`src/rtl/mul_add_seq.sv`:
```
// Sequential unsigned multiply-accumulate P = A*B + C, one multiplier bit per clock.
// Start/busy/done handshake; P and ovf hold until the next completion.
module mul_add_seq #(
    parameter int WIDTH = 16
) (
    input  logic                 clk,
    input  logic                 rst_n,
    input  logic                 start,
    input  logic [WIDTH-1:0]     A,
    input  logic [WIDTH-1:0]     B,
    input  logic [WIDTH-1:0]     C,
    output logic                 busy,
    output logic                 done,
    output logic [2*WIDTH-1:0]   P,
    output logic                 ovf
);

    localparam int CNT_W = (WIDTH > 1) ? $clog2(WIDTH) : 1;
    localparam logic [CNT_W-1:0] LAST_CNT = CNT_W'(WIDTH - 1);

    typedef enum logic [1:0] {
        IDLE,
        CALC,
        DONE
    } state_t;

    state_t               state;
    logic [WIDTH-1:0]     a_q;
    logic [WIDTH-1:0]     b_q;
    logic [2*WIDTH-1:0]   acc;
    logic [CNT_W-1:0]     cnt;
    logic [2*WIDTH-1:0]   addend;
    logic [2*WIDTH-1:0]   sum;

    function automatic logic calc_ovf(input logic [2*WIDTH-1:0] v);
        return |v[2*WIDTH-1:WIDTH];
    endfunction

    // Partial product for the current multiplier bit; the 2*WIDTH sum never wraps.
    always_comb begin
        addend = '0;
        if (a_q[cnt])
            addend = {{WIDTH{1'b0}}, b_q} << cnt;
        sum = acc + addend;
    end

    always_ff @(posedge clk or negedge rst_n) begin
        if (!rst_n) begin
            state <= IDLE;
            a_q   <= '0;
            b_q   <= '0;
            acc   <= '0;
            cnt   <= '0;
            busy  <= 1'b0;
            done  <= 1'b0;
            P     <= '0;
            ovf   <= 1'b0;
        end else begin
            case (state)
                IDLE: begin
                    done <= 1'b0;
                    if (start) begin
                        a_q   <= A;
                        b_q   <= B;
                        acc   <= {{WIDTH{1'b0}}, C};
                        cnt   <= '0;
                        busy  <= 1'b1;
                        state <= CALC;
                    end
                end
                CALC: begin
                    acc <= sum;
                    cnt <= cnt + 1'b1;
                    if (cnt == LAST_CNT) begin
                        P     <= sum;
                        ovf   <= calc_ovf(sum);
                        busy  <= 1'b0;
                        done  <= 1'b1;
                        state <= DONE;
                    end
                end
                DONE: begin
                    done  <= 1'b0;
                    state <= IDLE;
                end
                default: begin
                    busy  <= 1'b0;
                    done  <= 1'b0;
                    state <= IDLE;
                end
            endcase
        end
    end

endmodule

```
`config.mk`:
```
export PLATFORM = sky130hd
export DESIGN_NAME = mul_add_seq
export DESIGN_NICKNAME = d
export VERILOG_FILES = /design/src/rtl/mul_add_seq.sv
export SDC_FILE = /design/constraint.sdc
export NUM_CORES = 1
export LEC_CHECK = 0
export BUFFER_PORTS_ARGS = -buffer_cell sky130_fd_sc_hd__buf_2
export CAP_MARGIN = 10
export CORE_ASPECT_RATIO = 1.75
export CORE_MARGIN = 2
export CORE_UTILIZATION = 30
export DETAILED_ROUTE_END_ITERATION = 8
export RECOVER_POWER = 50
export SLEW_MARGIN = 20
export SYNTH_ARGS = -nofsm -noshare
export SYNTH_HDL_FRONTEND = slang
export SYNTH_SLANG_ARGS = --single-unit
```
`constraint.sdc`:
```
create_clock -name clk -period 12.2 [get_ports clk]
set_clock_uncertainty 0.05 [all_clocks]
set_input_delay 2.44 -clock clk [delete_from_list [all_inputs] [get_ports clk]]
set_output_delay 2.44 -clock clk [all_outputs]
set_load 0.02 [all_outputs]
```
==> out/results.ini <==
[yosys]
ys_ff_latch=105
async_flop_share_pct=100.0
synth_mux_area_share_pct=12.50
syn_avg_cell_area_sq_um=9.154
synthXorXnorAreaFrac_pct=3.440
synth_nets=831
netlist-cell-type-count=73
synth_edf_count=0
yosysSeqAreaShare_pct=38.43
synthesis.area_sq_um=6838
yosys_warnings=0
synth_top_family_by_area=compound AO/OA/AOI/OAI gates
synth_fa_ha_area_share_pct=6.148
synthSimpleGateAreaFrac_pct=17.40
syn_inst=747
synth_compound_area_share_pct=18.99
synth-main-ff-cell=dfrtp_1

[detailed_routing]
vias_per_cell=5.087
drt_wl_total_microns=19370
drc=0
drt-pass1-iter-count=5
ant_nets=0
drt-initial-drc-count=359
vias=5636
wire_per_inst_microns=17.48

[placement]
routabilityCongestion=0.8918
dp_hpwl_microns=15040
pre_cts_slack_ps=6309
placed_area_sq_um=7515
numPortBuffers=85

[final_layout]
post-route-util_pct=34.40
drive_above_1_share_pct=16.58
n_antenna_cell=0
final_nets=887
area_growth_syn_to_layout_pct=13.49
final_design_area_no_fill_sq_um=7760

[floorplanning]
num_io_pins=86
fp.coreArea_sq_um=22560
die_h_microns=203.7
dieWidth_microns=118.1
start_util_pct=30.31
rows=73
dieArea_sq_um=24060

[grt]
grt_max_degree=63
antenna_found_initial=0
grt_pass1_wl_microns=30680
grt_pass1_vias=5801
overflow=0
track_usage_pct=16.38

[setup_path]
reg2reg_to=ovf
start_kind=register
reg2reg_setup_slack_ps=6310
worstPathRequired_ps=12400
cp.arrival_ps=6100
rr_startpoint=cnt[1]
endpoint_kind=register
reg2reg_depth=15
crit_fanout=32
setup.worst_path.class=register to register

[timing]
setup_ws_ps=6306
period_needed_ps=5894
slew_violations=172
worst_slew_pin_slew_ps=2555
tns_ps=0
slew_headroom_pct=-70.35
period_share_pct=48.31
fmax_mhz=169.7
setup_viol=0
rsz0062_at_grt=no
hold_viol=0

[run_status]
outcome=finished with violations
violations=capacitance limit, slew limit

[min_path]
min_from=P[14]
worstHoldEndpoint=P[14]
whs_path_depth=2
hp-class=register to register

[cts]
h-tree-depth=3
post_cts_resized=0
clockRootBuffer=clkbuf_16
cts_tree=built
cts_made_buffers=9
cts_setup_buffers=0
insertion_delay_ps=370
cts_hold_buffers=0
clkTransAtPathRegs_ps=70
clock-sinks=105
cts_buffer_depth=2

[flow_run]
drv_cap=4

[layout by cell type, fill, tap and decap left out, types with 8 or more instances in the layout]
cell,n
buf_2,49
dfrtp_1,105
ha_1,32
nand2_1,120
xor2_1,9
nor2_1,56
a211oi_1,17
xnor2_1,16
inv_1,9
clkbuf_16,9
and3_1,9
mux2i_1,28
a21o_1,16
nor2b_1,17
a22o_1,8
a21oi_1,43
nor3_1,9
clkbuf_1,40
mux2_2,39
nand3_1,10
o21ai_0,55
[kinds of logic (layout without fill, tap and decap cells)]
| logic type | after synthesis | in the layout |
|---|---|---|
| mux | 73 | 73 |
| buf+inv | 54 | 115 |
| simple gates | 260 | 260 |
| fa+ha+maj | 33 | 33 |
| flops | 105 | 105 |
| xor+xnor | 26 | 26 |
| compound gates | 196 | 196 |
[registers in the layout, summed over array words and instances (netlist names)]
name   count
state      2
b_q       16
a_q       16
ovf        1
busy       1
done       1
acc       32
P         32
cnt        4
[metal layers]
| layer | track usage, % | part of all wire (%) | vias to the layer above |
|---|---|---|---|
| met2 | 31.40 | 56 | 99 |
| met3 | 2.657 | 2.6 | 29 |
| met1 | 17.35 | 38 | 2705 |
| li1 | - | - | 2803 |
| met5 | 0 | 0 | - |
| met4 | 7.186 | 3.2 | 0 |
[synthesized netlist by cell type, types with 3 or more instances]
library cell | count | area share (%)
a21oi_1 | 43 | 3.1
a221o_1 | 3 | 0.44
a211oi_1 | 17 | 1.9
dfrtp_1 | 105 | 38
nand4_1 | 6 | 0.55
o211ai_1 | 5 | 0.55
and2_1 | 5 | 0.46
clkbuf_1 | 38 | 2.1
inv_1 | 9 | 0.49
a21o_1 | 16 | 1.8
xor2_1 | 9 | 1.2
a31oi_1 | 5 | 0.46
nor2b_1 | 18 | 1.6
nand3_1 | 10 | 0.73
nor3_1 | 9 | 0.66
nor2_1 | 57 | 3.1
ha_1 | 32 | 5.9
xnor2_1 | 16 | 2.0
buf_1 | 5 | 0.27
a21o_2 | 4 | 0.51
nand2_1 | 120 | 6.6
a22o_1 | 8 | 1.0
o21a_1 | 5 | 0.55
mux4_2 | 6 | 2.0
o31ai_1 | 4 | 0.44
mux2i_1 | 28 | 4.1
and3_1 | 9 | 0.82
mux2_2 | 39 | 6.4
o21ai_0 | 55 | 4.0
nand2b_1 | 6 | 0.55
o21bai_1 | 5 | 0.55
[through the flow]
stage	instances	hold WS (ps)
2_1_floorplan	747	406.3
3_3_place_gp	1092	405.3
3_5_place_dp	1092	411.0
4_1_cts	1108	428.4
5_1_grt	1108	450.0
6_report	1108	425.4
[worst max-delay path: stages (launching register included)]
cell,delay (ps)
dfrtp_1,970
mux4_2,410
o21bai_1,280
o21bai_1,250
and2_0,600
a211oi_1,140
ha_1,440
a2111oi_0,540
o21ai_0,210
and3b_2,250
a211o_4,340
a41oi_2,230
xor2_2,220
nand4b_1,110
or4b_1,500
o31a_1,240
[final cells by class]
| class | count | area, sq um |
|---|---|---|
| Timing Repair Buffer | 90 | 406.6 |
| Fill cell | 2415 | 14800 |
| Tap cell | 300 | 375.4 |
| Clock inverter | 6 | 75.07 |
| Sequential cell | 105 | 2628 |
| Multi-Input combinational cell | 588 | 4013 |
| Inverter | 9 | 33.78 |
| Clock buffer | 10 | 229.0 |
[how the worst max path moves through the flow]
stage | startpoint | slack [ps] | cells after the start | to
after floorplan | cnt[0] | 7020 | 17 | ovf
after global placement | cnt[1] | 6370 | 15 | ovf
after detailed placement | cnt[1] | 6310 | 15 | ovf
after CTS | cnt[1] | 6280 | 15 | ovf
after global routing | cnt[1] | 5730 | 15 | ovf
final | cnt[1] | 6310 | 15 | ovf
Power is left out: the tool's default activity adds up to more than one toggle a clock period on the data nets, which glitch-free logic cannot reach.
